File: config.mk
export PLATFORM = sky130hd
export DESIGN_NAME = mem_port_arbiter_flat
export DESIGN_NICKNAME = d
export VERILOG_FILES = /design/src/rtl/mem_port_arbiter_if.sv /design/src/rtl/mem_port_arbiter.sv /design/src/flat_wrapper.sv
export SDC_FILE = /design/constraint.sdc
export NUM_CORES = 1
export LEC_CHECK = 0
export ABC_AREA = 1
export CORE_MARGIN = 4
export CORE_UTILIZATION = 51
export CTS_BUF_LIST = sky130_fd_sc_hd__clkbuf_8 sky130_fd_sc_hd__clkbuf_16
export CTS_CLUSTER_DIAMETER = 40
export DETAILED_ROUTE_END_ITERATION = 8
export MAX_ROUTING_LAYER = met4
export PLACE_DENSITY = 0.78
export SKIP_LAST_GASP = 1
export SYNTH_ARGS = -nofsm -noshare
export SYNTH_HDL_FRONTEND = slang
export SYNTH_SLANG_ARGS = --single-unit
File: constraint.sdc
create_clock -name clk -period 6.39 [get_ports clk]
set_clock_uncertainty 0.15 [all_clocks]
set_input_delay 1.278 -clock clk [delete_from_list [all_inputs] [get_ports clk]]
set_output_delay 1.278 -clock clk [all_outputs]
set_load 0.005 [all_outputs]
File: src/rtl/mem_port_arbiter_if.sv
// rtl/mem_port_arbiter_if.sv - signal bundle between mem_port_arbiter and its masters/RAM
//
// Purpose: groups the loader, CPU, diagnostics, window-programming inputs and
// the registered RAM-port / window / phase-flag outputs of mem_port_arbiter.
// Ports (all logic):
//   loader : load_addr, load_wdata, load_cs, load_we, load_done
//   cpu    : cpu_addr, cpu_wdata, cpu_cs, cpu_we, cpu_active
//   diag   : diag_halt_req, diag_addr, diag_wdata, diag_cs, diag_we
//   window : win_prog, win_idx, win_start, win_end
//   ram    : ram_addr, ram_wdata, ram_cs, ram_we
//   decode : win_hit, win_off, win_wr
//   flags  : cpu_rdy, halted, loaded
// Modports: slave = arbiter side, master = environment side.
interface mem_port_arbiter_if #(
  parameter int ADDR_W  = 16,
  parameter int DATA_W  = 8,
  parameter int NUM_WIN = 4,
  parameter int WOFF_W  = 11
);
  logic [ADDR_W-1:0]  load_addr;
  logic [DATA_W-1:0]  load_wdata;
  logic               load_cs;
  logic               load_we;
  logic               load_done;
  logic [ADDR_W-1:0]  cpu_addr;
  logic [DATA_W-1:0]  cpu_wdata;
  logic               cpu_cs;
  logic               cpu_we;
  logic               cpu_active;
  logic               diag_halt_req;
  logic [ADDR_W-1:0]  diag_addr;
  logic [DATA_W-1:0]  diag_wdata;
  logic               diag_cs;
  logic               diag_we;
  logic               win_prog;
  logic [3:0]         win_idx;
  logic [ADDR_W-1:0]  win_start;
  logic [ADDR_W-1:0]  win_end;
  logic [ADDR_W-1:0]  ram_addr;
  logic [DATA_W-1:0]  ram_wdata;
  logic               ram_cs;
  logic               ram_we;
  logic [NUM_WIN-1:0] win_hit;
  logic [WOFF_W-1:0]  win_off;
  logic               win_wr;
  logic               cpu_rdy;
  logic               halted;
  logic               loaded;

  modport slave (
    input  load_addr, load_wdata, load_cs, load_we, load_done,
    input  cpu_addr, cpu_wdata, cpu_cs, cpu_we, cpu_active,
    input  diag_halt_req, diag_addr, diag_wdata, diag_cs, diag_we,
    input  win_prog, win_idx, win_start, win_end,
    output ram_addr, ram_wdata, ram_cs, ram_we,
    output win_hit, win_off, win_wr,
    output cpu_rdy, halted, loaded
  );

  modport master (
    output load_addr, load_wdata, load_cs, load_we, load_done,
    output cpu_addr, cpu_wdata, cpu_cs, cpu_we, cpu_active,
    output diag_halt_req, diag_addr, diag_wdata, diag_cs, diag_we,
    output win_prog, win_idx, win_start, win_end,
    input  ram_addr, ram_wdata, ram_cs, ram_we,
    input  win_hit, win_off, win_wr,
    input  cpu_rdy, halted, loaded
  );
endinterface

File: src/rtl/mem_port_arbiter.sv
// rtl/mem_port_arbiter.sv - image-RAM port owner: load/run/drain/halt sequencing and write-window decode
//
// Purpose: muxes the shared image RAM between flash loader (LOAD), CPU
// (RUN/DRAIN) and diagnostics (HALT); registers the selected master onto the
// RAM port with one cycle of latency; decodes NUM_WIN programmable windows on
// the selected address.
// Ports:
//   clk  - system clock
//   rst  - asynchronous reset, active-high
//   bus  - mem_port_arbiter_if.slave (master inputs, ram_*, win_*, flags)
// Optional feature macro: ROMULATOR_BANK_REG_EN (bank-select write at
// BANK_ADDR reported as a window-0 hit).
module mem_port_arbiter #(
  parameter int ADDR_W    = 16,
  parameter int DATA_W    = 8,
  parameter int NUM_WIN   = 4,
  parameter int WOFF_W    = 11,
  parameter int DRAIN_MAX = 255,
  parameter int BANK_ADDR = 59468
) (
  input  logic              clk,
  input  logic              rst,
  mem_port_arbiter_if.slave bus
);
  localparam int                CNT_W  = $clog2(DRAIN_MAX + 1);
  localparam logic [ADDR_W-1:0] BANK_A = ADDR_W'(BANK_ADDR);
`ifdef ROMULATOR_BANK_REG_EN
  localparam bit BANK_EN = 1'b1;
`else
  localparam bit BANK_EN = 1'b0;
`endif

  typedef enum logic [1:0] {
    S_LOAD  = 2'd0,
    S_RUN   = 2'd1,
    S_DRAIN = 2'd2,
    S_HALT  = 2'd3
  } state_t;

  state_t             state_q, state_d;
  logic [CNT_W-1:0]   cnt_q, cnt_d;
  logic [ADDR_W-1:0]  win_start_q [NUM_WIN];
  logic [ADDR_W-1:0]  win_end_q   [NUM_WIN];

  logic [ADDR_W-1:0]  ram_addr_q;
  logic [DATA_W-1:0]  ram_wdata_q;
  logic               ram_cs_q, ram_we_q;
  logic [NUM_WIN-1:0] win_hit_q;
  logic [WOFF_W-1:0]  win_off_q;
  logic               win_wr_q;
  logic               cpu_rdy_q, halted_q, loaded_q;

  logic [ADDR_W-1:0]  sel_addr;
  logic [DATA_W-1:0]  sel_wdata;
  logic               sel_cs, sel_we;
  logic [NUM_WIN-1:0] hit_d;
  logic [WOFF_W-1:0]  off_d;
  logic               wr_d;

  // A dropped halt request wins over a same-cycle halt condition in DRAIN:
  // the requester no longer wants the bus, so the CPU keeps running.
  always_comb begin : fsm_next
    state_d = state_q;
    cnt_d   = '0;
    case (state_q)
      S_LOAD:  if (bus.load_done) state_d = S_RUN;
      S_RUN:   if (bus.diag_halt_req) state_d = S_DRAIN;
      S_DRAIN: begin
        if (!bus.diag_halt_req) begin
          state_d = S_RUN;
        end else if (!bus.cpu_active || cnt_q == CNT_W'(DRAIN_MAX)) begin
          state_d = S_HALT;
        end else begin
          cnt_d = cnt_q + CNT_W'(1);
        end
      end
      S_HALT:  if (!bus.diag_halt_req) state_d = S_RUN;
      default: state_d = S_LOAD;
    endcase
  end

  // Owner follows the current state so the switch lands on the first cycle
  // of the new state.
  always_comb begin : port_mux
    sel_addr  = bus.cpu_addr;
    sel_wdata = bus.cpu_wdata;
    sel_cs    = bus.cpu_cs;
    sel_we    = bus.cpu_we;
    case (state_q)
      S_LOAD: begin
        sel_addr  = bus.load_addr;
        sel_wdata = bus.load_wdata;
        sel_cs    = bus.load_cs;
        sel_we    = bus.load_we;
      end
      S_HALT: begin
        sel_addr  = bus.diag_addr;
        sel_wdata = bus.diag_wdata;
        sel_cs    = bus.diag_cs;
        sel_we    = bus.diag_we;
      end
      default: ;
    endcase
  end

  // Scan from the top index down so the lowest matching index is left last.
  // start>=end can never satisfy start<=addr<end, so disabled windows drop out.
  always_comb begin : win_decode
    hit_d = '0;
    off_d = '0;
    for (int i = NUM_WIN - 1; i >= 0; i--) begin
      if (win_start_q[i] <= sel_addr && sel_addr < win_end_q[i]) begin
        hit_d    = '0;
        hit_d[i] = 1'b1;
        off_d    = WOFF_W'(sel_addr - win_start_q[i]);
      end
    end
    if (BANK_EN && sel_we && sel_addr == BANK_A && win_start_q[0] < win_end_q[0]) begin
      hit_d = NUM_WIN'(1);
      off_d = WOFF_W'(win_end_q[0] - win_start_q[0] - ADDR_W'(1));
    end
    wr_d = sel_we && (hit_d != '0);
  end

  always_ff @(posedge clk or posedge rst) begin
    if (rst) begin
      state_q     <= S_LOAD;
      cnt_q       <= '0;
      ram_addr_q  <= '0;
      ram_wdata_q <= '0;
      ram_cs_q    <= 1'b0;
      ram_we_q    <= 1'b0;
      win_hit_q   <= '0;
      win_off_q   <= '0;
      win_wr_q    <= 1'b0;
      cpu_rdy_q   <= 1'b0;
      halted_q    <= 1'b0;
      loaded_q    <= 1'b0;
      for (int i = 0; i < NUM_WIN; i++) begin
        win_start_q[i] <= '0;
        win_end_q[i]   <= '0;
      end
    end else begin
      state_q     <= state_d;
      cnt_q       <= cnt_d;
      ram_addr_q  <= sel_addr;
      ram_wdata_q <= sel_wdata;
      ram_cs_q    <= sel_cs;
      ram_we_q    <= sel_we;
      win_hit_q   <= hit_d;
      win_off_q   <= off_d;
      win_wr_q    <= wr_d;
      cpu_rdy_q   <= (state_d == S_RUN) || (state_d == S_DRAIN);
      halted_q    <= (state_d == S_HALT);
      loaded_q    <= (state_d != S_LOAD);
      for (int i = 0; i < NUM_WIN; i++) begin
        if (bus.win_prog && bus.win_idx == 4'(i)) begin
          win_start_q[i] <= bus.win_start;
          win_end_q[i]   <= bus.win_end;
        end
      end
    end
  end

  assign bus.ram_addr  = ram_addr_q;
  assign bus.ram_wdata = ram_wdata_q;
  assign bus.ram_cs    = ram_cs_q;
  assign bus.ram_we    = ram_we_q;
  assign bus.win_hit   = win_hit_q;
  assign bus.win_off   = win_off_q;
  assign bus.win_wr    = win_wr_q;
  assign bus.cpu_rdy   = cpu_rdy_q;
  assign bus.halted    = halted_q;
  assign bus.loaded    = loaded_q;
endmodule
File: src/flat_wrapper.sv
// flat-port wrapper written by rule: the top's interface ports become plain ports
module mem_port_arbiter_flat 
#(
  parameter int ADDR_W    = 16,
  parameter int DATA_W    = 8,
  parameter int NUM_WIN   = 4,
  parameter int WOFF_W    = 11,
  parameter int DRAIN_MAX = 255,
  parameter int BANK_ADDR = 59468
)
  (clk, rst, bus_load_addr, bus_load_wdata, bus_load_cs, bus_load_we, bus_load_done, bus_cpu_addr, bus_cpu_wdata, bus_cpu_cs, bus_cpu_we, bus_cpu_active, bus_diag_halt_req, bus_diag_addr, bus_diag_wdata, bus_diag_cs, bus_diag_we, bus_win_prog, bus_win_idx, bus_win_start, bus_win_end, bus_ram_addr, bus_ram_wdata, bus_ram_cs, bus_ram_we, bus_win_hit, bus_win_off, bus_win_wr, bus_cpu_rdy, bus_halted, bus_loaded);
  mem_port_arbiter_if #(.ADDR_W(ADDR_W), .DATA_W(DATA_W), .NUM_WIN(NUM_WIN), .WOFF_W(WOFF_W)) bus_i ();
  input  logic clk;
  input  logic rst;
  input wire logic [$bits(bus_i.load_addr)-1:0] bus_load_addr;
  input wire logic [$bits(bus_i.load_wdata)-1:0] bus_load_wdata;
  input wire logic [$bits(bus_i.load_cs)-1:0] bus_load_cs;
  input wire logic [$bits(bus_i.load_we)-1:0] bus_load_we;
  input wire logic [$bits(bus_i.load_done)-1:0] bus_load_done;
  input wire logic [$bits(bus_i.cpu_addr)-1:0] bus_cpu_addr;
  input wire logic [$bits(bus_i.cpu_wdata)-1:0] bus_cpu_wdata;
  input wire logic [$bits(bus_i.cpu_cs)-1:0] bus_cpu_cs;
  input wire logic [$bits(bus_i.cpu_we)-1:0] bus_cpu_we;
  input wire logic [$bits(bus_i.cpu_active)-1:0] bus_cpu_active;
  input wire logic [$bits(bus_i.diag_halt_req)-1:0] bus_diag_halt_req;
  input wire logic [$bits(bus_i.diag_addr)-1:0] bus_diag_addr;
  input wire logic [$bits(bus_i.diag_wdata)-1:0] bus_diag_wdata;
  input wire logic [$bits(bus_i.diag_cs)-1:0] bus_diag_cs;
  input wire logic [$bits(bus_i.diag_we)-1:0] bus_diag_we;
  input wire logic [$bits(bus_i.win_prog)-1:0] bus_win_prog;
  input wire logic [$bits(bus_i.win_idx)-1:0] bus_win_idx;
  input wire logic [$bits(bus_i.win_start)-1:0] bus_win_start;
  input wire logic [$bits(bus_i.win_end)-1:0] bus_win_end;
  output wire logic [$bits(bus_i.ram_addr)-1:0] bus_ram_addr;
  output wire logic [$bits(bus_i.ram_wdata)-1:0] bus_ram_wdata;
  output wire logic [$bits(bus_i.ram_cs)-1:0] bus_ram_cs;
  output wire logic [$bits(bus_i.ram_we)-1:0] bus_ram_we;
  output wire logic [$bits(bus_i.win_hit)-1:0] bus_win_hit;
  output wire logic [$bits(bus_i.win_off)-1:0] bus_win_off;
  output wire logic [$bits(bus_i.win_wr)-1:0] bus_win_wr;
  output wire logic [$bits(bus_i.cpu_rdy)-1:0] bus_cpu_rdy;
  output wire logic [$bits(bus_i.halted)-1:0] bus_halted;
  output wire logic [$bits(bus_i.loaded)-1:0] bus_loaded;
  assign bus_i.load_addr = bus_load_addr;
  assign bus_i.load_wdata = bus_load_wdata;
  assign bus_i.load_cs = bus_load_cs;
  assign bus_i.load_we = bus_load_we;
  assign bus_i.load_done = bus_load_done;
  assign bus_i.cpu_addr = bus_cpu_addr;
  assign bus_i.cpu_wdata = bus_cpu_wdata;
  assign bus_i.cpu_cs = bus_cpu_cs;
  assign bus_i.cpu_we = bus_cpu_we;
  assign bus_i.cpu_active = bus_cpu_active;
  assign bus_i.diag_halt_req = bus_diag_halt_req;
  assign bus_i.diag_addr = bus_diag_addr;
  assign bus_i.diag_wdata = bus_diag_wdata;
  assign bus_i.diag_cs = bus_diag_cs;
  assign bus_i.diag_we = bus_diag_we;
  assign bus_i.win_prog = bus_win_prog;
  assign bus_i.win_idx = bus_win_idx;
  assign bus_i.win_start = bus_win_start;
  assign bus_i.win_end = bus_win_end;
  assign bus_ram_addr = bus_i.ram_addr;
  assign bus_ram_wdata = bus_i.ram_wdata;
  assign bus_ram_cs = bus_i.ram_cs;
  assign bus_ram_we = bus_i.ram_we;
  assign bus_win_hit = bus_i.win_hit;
  assign bus_win_off = bus_i.win_off;
  assign bus_win_wr = bus_i.win_wr;
  assign bus_cpu_rdy = bus_i.cpu_rdy;
  assign bus_halted = bus_i.halted;
  assign bus_loaded = bus_i.loaded;
  mem_port_arbiter #(.ADDR_W(ADDR_W), .DATA_W(DATA_W), .NUM_WIN(NUM_WIN), .WOFF_W(WOFF_W), .DRAIN_MAX(DRAIN_MAX), .BANK_ADDR(BANK_ADDR)) u_core (.clk(clk), .rst(rst), .bus(bus_i));
endmodule
==> impl_metrics.py <==
metrics = {
    "outcome": {
        "outcome": "finished clean",
    },
    "synth": {
        "synth_edf_count": 0,
        "synth.distinct_cells": 43,
        "synth_fa_ha_area_frac": 0.175,
        "yosysTopAreaCell": "dfrtp_1",
        "synthMuxAreaShare": 0,
        "avgSynthCellArea_sq_um": 7.99,
        "async_flop_share": 1.00,
        "ys_seq_elements": 183,
        "yosysTopAreaCellShare": 0.385,
        "synthCells": 1490,
        "synth_most_common_cell": "nand2_1",
        "synthSimpleGateAreaFrac": 0.169,
        "ys_seq_area_frac": 0.385,
        "synth_compound_area_frac": 0.157,
        "yosys_warnings": 0,
        "synth_top_family_by_area": "adder cells",
        "synth_xor_area_frac": 0.0265,
        "synth_common_cells": "nand2_1 (339), inv_1 (235), dfrtp_1 (183), o21ai_0 (166), ha_1 (160)",
        "ys.flop_type": "dfrtp_1",
        "synthTopCellsByArea": "dfrtp_1 (38%), ha_1 (17%), nand2_1 (11%), inv_1 (7.4%), o21ai_0 (7.0%)",
        "synth_area_sq_mm": 0.0119,
        "syn_nets": 1774,
    },
    "clock_tree": {
        "path_clk_slew_ns": 0.08,
        "cts_setup_buffers": 0,
        "htreeDepth": 4,
        "numCtsBuffers": 17,
        "cts_root_buf": "clkbuf_16",
        "cts.path.max_buffers": 2,
        "cts_resized": 0,
        "cts.sinks": 183,
        "hold_buffers": 0,
        "clk_latency_ns": 0.44,
        "tritoncts": "yes",
    },
    "floorplanning": {
        "core_area_sq_mm": 0.0228,
        "io_pins": 165,
        "rows": 55,
        "start_util": 0.522,
        "dieArea_sq_mm": 0.0258,
        "dieWidth_um": 161,
        "dieHeight_um": 161,
    },
    "detailed_routing": {
        "vias": 10500,
        "first_pass_iters": 5,
        "drc": 0,
        "finalWirelength_mm": 33.8,
        "ant_nets": 0,
        "avgViaCountPerCell": 5.32,
        "first_iter_violations": 878,
        "avgRoutedWirePerCell_um": 17.1,
    },
    "min_path": {
        "min_path_type": "register to register",
    },
    "final_layout": {
        "syn_to_final_growth_pct": 22.1,
        "final_cell_count_no_fill": 1974,
        "fillers": 1990,
        "final_net_count": 1933,
        "n_antenna_cell": 0,
        "drive_gt1_frac": 0.0379,
        "seq_area_sq_mm": 0.00458,
        "multi_input_area_sq_mm": 0.00629,
    },
    "sta": {
        "final_max_slew_viol_count": 0,
        "rsz0062_at_grt": "no",
        "period_share": 0.772,
        "worst_slew_margin_rel": 0.246,
        "worst_pin_slew_ns": 1.13,
        "period_needed_ns": 4.93,
        "hold_slack_ns": 0.311,
        "max_freq_mhz": 203,
        "setup_tns_ns": 0,
        "setup_violations": 0,
        "hold_viol": 0,
    },
    "setup_path": {
        "critical_path_arrival_ns": 5.09,
        "crit_required_ns": 6.55,
        "startpoint_type": "register",
        "critical_path_class": "register to register",
        "worstSetupEndpointType": "register",
        "worstPathMaxFanout": 26,
    },
    "placement": {
        "place_inst": 1943,
        "globalplace.congestion": 1.01,
        "io_buffers": 164,
        "dp_hpwl_mm": 25.4,
    },
    "global_route": {
        "track_usage": 0.271,
        "grt_pass1_vias": 10600,
        "grt_pass1_wl_mm": 54.4,
        "grt.overflow.total": 0,
        "grt_max_degree": 184,
        "antenna_found_initial": 0,
    },
    "flow_run": {
        "maxCapViolations": 0,
    },
}
==> cell families (layout without fill, tap and decap cells) <==
logic type | after synthesis | in the layout
simple gates | 494 | 494
compound gates | 336 | 336
buf+inv | 277 | 448
flops | 183 | 183
fa+ha+maj | 164 | 164
xor+xnor | 36 | 36
==> path summary, 6_finish.rpt <==
check                             startpoint                     end  slack, ns  cells after the start
max in group asynchronous                rst  u_core.win_start_q[23]       4.02                      3
min reg2reg                  u_core.cnt_q[0]         u_core.cnt_q[0]       0.31                      1
max reg2reg                u_core.state_q[1]   u_core.bus.win_off[3]       1.46                     18
min in group asynchronous                rst    u_core.win_end_q[46]       1.29                      3
max                        u_core.state_q[1]   u_core.bus.win_off[3]       1.46                     18
min                          u_core.cnt_q[0]         u_core.cnt_q[0]       0.31                      1
==> worst max-delay path: stages (launching register included) <==
cell and delay, ns:
dfrtp_1 0.45, inv_1 0.17, ha_1 0.85, a221o_1 0.27, o21ai_0 0.31, inv_1 0.63, ha_1 0.41, a21oi_1 0.16
nor2_1 0.06, a211oi_1 0.27, nand2_1 0.10, nand2_1 0.07, nand2_1 0.05, a21oi_1 0.15, nand2_2 0.22, inv_2 0.23
nor2_1 0.08, nand2_1 0.07, nand3_1 0.07
==> registers in the layout (all words and copies together), names as in the netlist <==
signal,cells
u_core.bus.cpu_rdy,1
u_core.bus.halted,1
u_core.bus.loaded,1
u_core.bus.ram_addr,16
u_core.bus.ram_cs,1
u_core.bus.ram_wdata,8
u_core.bus.ram_we,1
u_core.bus.win_hit,4
u_core.bus.win_off,11
u_core.bus.win_wr,1
u_core.cnt_q,8
u_core.state_q,2
u_core.win_end_q,64
u_core.win_start_q,64
==> cells in the final DEF (no fill, tap or decap), types with 9 or more instances in the layout <==
master	instances
ha_1	160
a21oi_1	98
nor3_1	9
a221o_1	12
o21ai_0	164
nand4_1	9
nand2_1	339
clkbuf_16	17
buf_4	14
xnor2_1	12
o21ai_1	13
nor2_1	73
dfrtp_1	183
xor2_1	24
clkdlybuf4s50_1	164
inv_1	236
nand3_1	40
==> per-layer routing <==
| layer | vias to the layer above | wire length [um] | global-route usage |
|---|---|---|---|
| met4 | 0 | 923 | 0.0888 |
| li1 | 5165 | - | - |
| met5 | - | 0 | - |
| met2 | 344 | 15500 | 0.422 |
| met1 | 4937 | 15400 | 0.360 |
| met3 | 51 | 2000 | 0.0511 |
==> per-stage QoR <==
step | setup slack, ns | instance area (sq um) | util
after floorplan | 2.40 | 11900 | -
after global placement | 1.12 | 13900 | 0.611
after detailed placement | 1.17 | 13900 | 0.611
after CTS | 1.46 | 14500 | 0.638
after global routing | 1.19 | 14500 | 0.638
final | 1.46 | 14500 | 0.638
==> layout make-up <==
| cell class | count | area share |
|---|---|---|
| well taps | 313 | 0.0270 |
| repair buffers | 179 | 0.122 |
| clock inverters | 14 | 0.0120 |
| inverters | 238 | 0.0618 |
| multi-input cells | 1030 | 0.433 |
| flip-flops and latches | 183 | 0.315 |
| clock buffers | 17 | 0.0293 |
Power is not shown: default switching activity piles up to over one toggle a cycle in this logic, so the estimate is an artifact.
